--- src/rtl/pc_gen.sv ---
// Program-counter generator: holds the fetch address and offers it to instruction memory
// over a valid/ready handshake. Advances sequentially, on redirect, or on trap entry.
module pc_gen #(
  parameter int unsigned     XLEN         = 32,
  parameter logic [XLEN-1:0] RESET_VECTOR = '0,
  parameter int unsigned     STEP         = 4
) (
  input  logic            clk,
  input  logic            rst,
  input  logic            stall_i,
  input  logic            redirect_valid_i,
  input  logic [XLEN-1:0] redirect_target_i,
  input  logic            trap_valid_i,
  input  logic [XLEN-1:0] trap_vector_i,
  input  logic            fetch_ready_i,
  output logic            fetch_valid_o,
  output logic [XLEN-1:0] pc_o,
  output logic [XLEN-1:0] pcp4_o,
  output logic            misalign_o,
  output logic [XLEN-1:0] misalign_addr_o
);

  typedef enum logic [1:0] {BOOT, RUN, HALT} state_t;

  localparam logic [XLEN-1:0] STEP_W = XLEN'(STEP);

  state_t          state_reg, state_next;
  logic [XLEN-1:0] pc_reg, pc_next;
  logic            misalign_reg, misalign_next;
  logic [XLEN-1:0] misalign_addr_reg, misalign_addr_next;
  logic            fetch_valid;

  always_ff @(posedge clk) begin
    if (!rst) begin
      state_reg         <= BOOT;
      pc_reg            <= RESET_VECTOR;
      misalign_reg      <= 1'b0;
      misalign_addr_reg <= '0;
    end else begin
      state_reg         <= state_next;
      pc_reg            <= pc_next;
      misalign_reg      <= misalign_next;
      misalign_addr_reg <= misalign_addr_next;
    end
  end

  // A redirect or trap in the same cycle flushes the request, so nothing is issued then.
  assign fetch_valid = (state_reg == RUN) && !stall_i && !redirect_valid_i && !trap_valid_i;

  always_comb begin
    state_next         = state_reg;
    pc_next            = pc_reg;
    misalign_next      = misalign_reg;
    misalign_addr_next = misalign_addr_reg;

    if (trap_valid_i) begin
      pc_next       = {trap_vector_i[XLEN-1:2], 2'b00};
      state_next    = RUN;
      misalign_next = 1'b0;
    end else begin
      case (state_reg)
        BOOT: state_next = RUN;
        RUN: begin
          if (redirect_valid_i) begin
            if (redirect_target_i[1:0] == 2'b00) begin
              pc_next = redirect_target_i;
            end else begin
              // Misaligned target: keep the old PC and stop fetching until a trap arrives.
              state_next         = HALT;
              misalign_next      = 1'b1;
              misalign_addr_next = redirect_target_i;
            end
          end else if (fetch_valid && fetch_ready_i) begin
            pc_next = pc_reg + STEP_W;
          end
        end
        HALT:    state_next = HALT;
        default: state_next = BOOT;
      endcase
    end
  end

  assign fetch_valid_o   = fetch_valid;
  assign pc_o            = pc_reg;
  assign pcp4_o          = pc_reg + STEP_W;
  assign misalign_o      = misalign_reg;
  assign misalign_addr_o = misalign_addr_reg;

endmodule

--- config.mk ---
export PLATFORM = sky130hd
export DESIGN_NAME = pc_gen
export DESIGN_NICKNAME = d
export VERILOG_FILES = /design/src/rtl/pc_gen.sv
export SDC_FILE = /design/constraint.sdc
export NUM_CORES = 1
export LEC_CHECK = 0
export BUFFER_PORTS_ARGS = -buffer_cell sky130_fd_sc_hd__buf_4
export CAP_MARGIN = 0
export CORE_UTILIZATION = 51
export CTS_CLUSTER_DIAMETER = 60
export DETAILED_ROUTE_END_ITERATION = 8
export HOLD_SLACK_MARGIN = 0.08
export PLACE_DENSITY = 0.85
export SLEW_MARGIN = 20
export SYNTH_ARGS = -nofsm -noshare
export SYNTH_HDL_FRONTEND = slang
export SYNTH_SLANG_ARGS = --single-unit
export TNS_END_PERCENT = 50
--- constraint.sdc ---
create_clock -name clk -period 5.4 [get_ports clk]
set_clock_uncertainty 0.15 [all_clocks]
set_input_delay 0.27 -clock clk [delete_from_list [all_inputs] [get_ports clk]]
set_output_delay 0.27 -clock clk [all_outputs]
set_load 0.005 [all_outputs]
After elaboration in Yosys (flattened, before gate mapping)
Cells that the tools add are included.

ROM bits: 0. Bits in latches: 0. Input port bits: 70. Register bits after elaboration: 67. Bits in writable memories: 0. Memories kept: 0. Word-level logic and storage cells: 46.

Equal/unequal tests: 8. Muxes and demuxes: 9. Bitwise logic cells: 3. Reduce and logical (&&, ||, !) cells: 19. Magnitude comparators: 0. Add/subtract/negate cells: 1. Multipliers: 0. Div/mod/pow operators: 0. Shift operators: 0.

Operators with widths (count): $mux 32 (5); $add 32x3->32 const B (1); $reduce_and 3->1 (3); $ne 3x3->1 const B (2); $pmux 2 s3 (1); $logic_and 1x1->1 (4); $logic_not 2->1 (2); $mux 2 (2); $ne 2x2->1 const B (2); $reduce_and 2->1 (2); $reduce_and 4->1 (1); $reduce_bool 2->1 (2); $logic_not 1->1 (3); $ne 3x1->1 const B (1); $not 1->1 (3); $reduce_bool 3->1 (1); $eq 2x1->1 const B (1); $eq 2x2->1 const B (1); $ne 2x1->1 const B (1); $reduce_or 2->1 (1); $mux 1 (1).

Depth between registers and ports, before layout
Gate-level depths: netlist of the first run.

Word-level depth: 9. Mapped depth: 8. Depth with buffers taken out: 7.

Least setup slack after synthesis of the first run
Ideal clock, no wire load.

Kind: reg-to-output. From: reg pc_reg[2] (netlist: pc_o[2]). To: out pcp4_o[24]. Slack: 3.372 ns. Cell stages (with the launch flop): 6. Arrival time: 1.608 ns. Path through: dfxtp_1 ha_1 nand4_1 nor2_1 a41oi_1 or2_2.

Longest elaborated chain between the ends: 1.

Ends and longest elaborated chain: from (decl) (RTL line 28) `logic [XLEN-1:0] pc_reg, pc_next;`; from (signal assigned) (RTL line 41) `pc_reg <= pc_next;`; $add 32x3->32 (RTL line 85) `assign pcp4_o = pc_reg + STEP_W;`; to (decl) (RTL line 18) `output logic [XLEN-1:0] pcp4_o,`.

Every way passes these cells.

Worst setup path after layout of the first run
Same ends and word-level chain as after synthesis.

==> impl_metrics.toml, run 1 <==
[run_status]
run_status = "completed"

[cts]
clk_root_buffer_cell = "clkbuf_8"
post-cts-setup-buffer-count = 0
clock-sinks = 67
tritoncts = "yes"
clk_pin_slew_worst_paths_ns = 0.07
htree_num_levels = 3
clock_insertion_delay_worst_skew_ns = 0.34
clockBufferDepth = 2
cts_made_buffers = 9

[global_routing]
grt_start_max_net_pins = 66
antenna_violations_before_repair = 0
first_global_vias = 4116
grt.total_usage_pct = 32.7
grt_pass1_wl_um = 19600
globalRouteOverflowTotal = 0

[synth]
synth_warnings = 0
synth.lib_cells_used.distinct = 55
syn-num-nets = 554
synth_cell_count_leaders = "nand2_1 (119), dfxtp_1 (67), a21boi_0 (37)"
yosysMostFrequentCell = "nand2_1"
avg_cell_area_syn_um2 = 7.87
synth_seq_area_share_pct = 35.4
post-synth-top-area-cell = "dfxtp_1"
post_synth_instance_area_mm2 = 0.00379
synth_top_area_share_pct = 35.4
postSynth.asyncResetShare_pct = 0
synth.top_cells.by_area = "dfxtp_1 (35%), nand2_1 (12%), a21boi_0 (7.3%)"
netlist_instances = 481
postSynthRegisterBits = 67
synth_enable_flop_cells = 0
dominantRegCellSynth = "dfxtp_1"

[floorplan]
initial_utilization_pct = 52.5
floorplan.rows = 31
die_x_um = 88.2
fp.dieArea_mm2 = 0.00777
io_pins = 168
fp.dieH_um = 88.2
fp.coreArea_mm2 = 0.00721

[pwr]
leak_nw = 2.50
worst_voltage_drop_across_the_vdd_grid_v = 0.000158
fin_total_pwr_mw = 1.24
power_per_cell_area_mw_per_mm2 = 222

[drt]
via_count = 4269
drt_drc_violations_left = 0
detail_route.wl_per_cell_um = 16.6
drt-vias-per-instance = 5.61
number_of_antenna_violating_nets_in_the_routed_design = 0
wl_um = 12600
first_iter_violations = 272
detailedRoute.firstPassIterationCount = 4

[timing]
finalWorstPathRequiredPeriod_ns = 2.99
slew_violations = 0
final_min_period_over_clock_period_pct = 55.4
max_clock_freq_mhz = 334
setup_viol = 0
timing.final.hold_violations = 0
rsz_0062_raised_after_global_routing = "no"
max_slew_headroom_at_the_worst_pin_pct = 37.0
totalNegativeSetupSlack_ns = 0
timing_worst_slew_pin_value_ns = 0.945

[cells_and_area]
num-nets-final = 730
flow.area_growth_from_synthesis_pct = 47.0
number_of_fillers_in_the_final_layout = 541
post_route_cells_drive_above_1_share_pct = 30.5
largest_register_ff_count = 32
stdcell_count = 761
insertedDiodeCount = 0

[placement]
post-place-cells = 715
finalWeightedCongestion = 0.807
detailedPlacementHpwl_um = 8540
numPortBuffers = 165

[critical_path]
path_class = "reg2out"
critical_path_required_ns = 4.98
worst_setup_path_start_kind = "register"
worst-path-max-fanout = 9
critical_path_arrival_ns = 2.57
worst_setup_path_end_kind = "output pin"

[run]
cap_viol_max_count = 0

[min_path]
path_type_of_the_worst_min_delay_path = "in2reg"
timing repair:
| action | in CTS | in global routing |
|---|---|---|
| endpoints found under the hold margin | 33 | 0 |
| gates resized for setup | 0 | 0 |
| hold buffers | 30 | 0 |
metrics by stage:
stage / cell area (µm²) / util (%) / hold slack (ns) / worst slack, ns
2_1_floorplan: 3790 / - / 0.265 / 3.37
3_3_place_gp: 5050 / 70.1 / 0.301 / 2.35
3_5_place_dp: 5060 / 70.1 / 0.309 / 2.30
4_1_cts: 5560 / 77.1 / 0.0807 / 2.43
5_1_grt: 5570 / 77.2 / 0.0847 / 2.35
6_report: 5570 / 77.2 / 0.0796 / 2.41
critical path, stage by stage (launching register included):
cell and delay, ns:
dfxtp_1 0.51, ha_1 0.36, nand4_1 0.26, nor2_1 0.40, a41oi_1 0.23, or2_2 0.33, buf_4 0.13
logic make-up after synthesis:
group	after synthesis	share of synthesized area [%]
xor+xnor	24	5.75
flops	67	35.4
compound gates	115	21.4
buf+inv	42	4.43
fa+ha+maj	3	0.991
mux	13	3.47
simple gates	217	28.5
layer usage:
metal  share of wire [%]  global-route usage, %  routed length [µm]
met5                   0                      0                   0
met4                 1.9                   12.6                 236
met3                 8.5                   6.13                1070
met2                  50                   57.1                6280
met1                  40                   39.6                5010
path summary, 6_finish.rpt:
path	slack [ns]	cells past startpoint	from	endpoint
max	2.41	6	pc_o[2]	pcp4_o[24]
min	0.08	3	redirect_target_i[1]	misalign_addr_o[1]
max reg2reg	2.93	7	state_reg[1]	pc_o[20]
min reg2reg	0.32	2	misalign_addr_o[8]	misalign_addr_o[8]
final cells by class:
type | count | area, µm² | share of cell area, %
Clock buffer | 15 | 176 | 3.17
Inverter | 9 | 33.8 | 0.607
Multi-Input combinational cell | 372 | 2300 | 41.3
Clock inverter | 1 | 30.0 | 0.539
Tap cell | 99 | 124 | 2.23
Timing Repair Buffer | 198 | 1560 | 28.1
Sequential cell | 67 | 1340 | 24.1
where the power goes:
group | switching (mW) | total (mW) | leakage, nW | internal, mW
Sequential | 0.0304 | 0.547 | 0.548 | 0.517
Combinational | 0.108 | 0.246 | 1.84 | 0.138
Clock | 0.193 | 0.445 | 0.104 | 0.252
Total | 0.332 | 1.24 | 2.50 | 0.907
layout by cell type, fill, tap and decap left out, types with 7 or more instances in the layout:
cell type,netlist,routed
a21boi_0,37,37
a21oi_1,9,9
a22o_1,8,8
buf_4,2,168
clkbuf_8,0,12
dfxtp_1,67,67
dlygate4sd3_1,0,30
inv_1,8,8
mux2i_1,12,12
nand2_1,119,118
nand3_1,19,19
nand4_1,7,7
nor2_1,15,13
nor2b_1,8,8
o21ai_0,19,19
xnor2_1,14,14
xor2_1,9,9
(Power assumes the default switching activity.)
==> run 2: changes to the inputs <==
Settings changed: CORE_UTILIZATION 51 to 48, PLACE_DENSITY 0.85 to 0.81.
Clock period 5.4 ns to 3.1 ns, I/O delays scaled along.
==> run 2 against run 1 <==
Compared with the run above: via count up 3.1%; cell area up 5.4%; die area up 6.1%; critical path depth unchanged; setup slack worse by 2.1 ns; critical endpoint unchanged; largest cell class unchanged.
==> impl_metrics.toml, run 2 (synthesis results as in run 1) <==
[run_status]
run_status = "completed"

[min_path]
path_type_of_the_worst_min_delay_path = "in2reg"

[critical_path]
cp_slowest_stage_delay_ns = 0.51
critical_path_required_ns = 2.79
path_class = "reg2out"
crit_family = "simple AND/OR/NAND/NOR gates"
buffering_stage_count_on_the_worst_path_with_inverters_included = 1
critical_path.cell_chain = "ha_1 -> nand4_1 -> nor2_1 -> a41oi_1 -> or2_2 -> buf_4"
critical_path_arrival_ns = 2.47
worst-path-max-fanout = 9
timing.critical_path.slowest_stage_cell = "dfxtp_1"
worst_setup_path_start_kind = "register"
worst_setup_path_end_kind = "output pin"

[global_routing]
first_global_vias = 4429
antenna_violations_before_repair = 0
grt_pass1_wl_um = 21400
grt.total_usage_pct = 32.3
globalRouteOverflowTotal = 0
grt_start_max_net_pins = 65

[run]
cap_viol_max_count = 0

[cells_and_area]
insertedDiodeCount = 0
final_cell_area_mm2 = 0.00587
flow.area_growth_from_synthesis_pct = 55.0
post_route_cells_drive_above_1_share_pct = 29.6
layout.cells.most_common = "buf_4"
largest_register_ff_count = 32
stdcell_count = 798
mostFrequentLayoutCells = "buf_4 (175), nand2_1 (119), dfxtp_1 (67)"
num-nets-final = 764

[drt]
drt-vias-per-instance = 5.52
via_count = 4401
number_of_antenna_violating_nets_in_the_routed_design = 0
drt_drc_violations_left = 0
detail_route.wl_per_cell_um = 16.3
wl_um = 13000
first_iter_violations = 199
detailedRoute.firstPassIterationCount = 5

[floorplan]
fp.dieH_um = 90.8
io_pins = 168
fp.dieArea_mm2 = 0.00825
initial_utilization_pct = 49.3
floorplan.rows = 32
die_x_um = 90.8
fp.coreArea_mm2 = 0.00769

[timing]
timing_worst_slew_pin_value_ns = 0.624
max_slew_headroom_at_the_worst_pin_pct = 58.4
rsz_0062_raised_after_global_routing = "no"
slew_violations = 0
timing.final.hold_violations = 0
final_min_period_over_clock_period_pct = 89.5
totalNegativeSetupSlack_ns = 0
max_clock_freq_mhz = 360
post-route-worst-setup-slack_ns = 0.324
finalWorstPathRequiredPeriod_ns = 2.78
setup_viol = 0

[cts]
tritoncts = "yes"
post-cts-setup-buffer-count = 0
cts_made_buffers = 9
clock_insertion_delay_worst_skew_ns = 0.34
htree_num_levels = 3
clock-sinks = 67
clk_root_buffer_cell = "clkbuf_8"
cts.hold.buffers_added = 57
clockBufferDepth = 2
clk_pin_slew_worst_paths_ns = 0.07
ctsResizeCount = 0

[pwr]
pwr-share-seq_pct = 44.6
clock_power_share_pct = 33.8
power_per_cell_area_mw_per_mm2 = 364
worst_voltage_drop_across_the_vdd_grid_v = 0.000238
p_int_mw = 1.56
switching_portion_of_total_power_pct = 27.0
p_switching_mw = 0.578
leak_nw = 2.63
comb_power_share_pct = 21.6

[placement]
detailed_place.area_mm2 = 0.00511
post-place-cells = 725
detailedPlacementHpwl_um = 8620
finalWeightedCongestion = 0.809
worst_slack_after_detailed_placement_ns = 0.690
numPortBuffers = 165
## run 2: cell count changes in the layout (fill, tap and decap cells not counted), sizes merged
cell	before	now
clkbuf	15	14
dlygate4sd3	30	57
clkinv	1	2
buf	168	175
## run 2: cell type report
cell class              count  area (µm²)
repair buffers            232        1880
clock inverters             2        35.0
inverters                   9        33.8
well taps                 102         128
clock buffers              14         153
multi-input cells         372        2290
fillers                   566        1820
flip-flops and latches     67        1340
## run 2: through the flow
stage,hold slack [ns],total power [mW],utilization [%]
after floorplan,0.150,1.14,-
after global placement,0.275,1.36,66.5
after detailed placement,0.284,1.37,66.5
after global routing,0.0994,2.24,76.4
after CTS,0.0839,2.14,76.4
final,0.0847,2.14,76.4
## run 2: worst register-to-register path, delay by kind of cell (launching register included)
| kind | cells | cell delay [ns] |
|---|---|---|
| AO/OA/AOI/OAI | 1 | 0.20 |
| AND/OR/NAND/NOR | 3 | 1.16 |
| flip-flops | 1 | 0.51 |
| XOR/XNOR | 1 | 0.19 |
## run 2: power groups by stage
stage	sequential (mW)	combinational, mW	clock (mW)
CTS	0.952	0.456	0.732
finish	0.954	0.463	0.722
global placement	0.969	0.389	0
detailed placement	0.971	0.397	0
floorplan	0.962	0.182	0
global route	0.961	0.503	0.774
## run 2: path summary, 6_finish.rpt
path / startpoint / end / slack [ns] / cells past startpoint
max: pc_o[2] / pcp4_o[24] / 0.32 / 6
min: trap_vector_i[13] / pc_o[13] / 0.08 / 4
max reg2reg: pc_o[2] / pc_o[27] / 0.79 / 5
min reg2reg: misalign_addr_o[5] / misalign_addr_o[5] / 0.32 / 2
## run 2: routing by layer
metal / wire [µm] / global-route usage [%] / part of all wire, % / vias up
li1: - / - / - / 2094
met1: 5270 / 37.9 / 41 / 2089
met2: 6530 / 56.8 / 50 / 187
met3: 880 / 6.73 / 6.8 / 31
met4: 318 / 14.0 / 2.4 / 0
met5: 0 / 0 / 0 / -
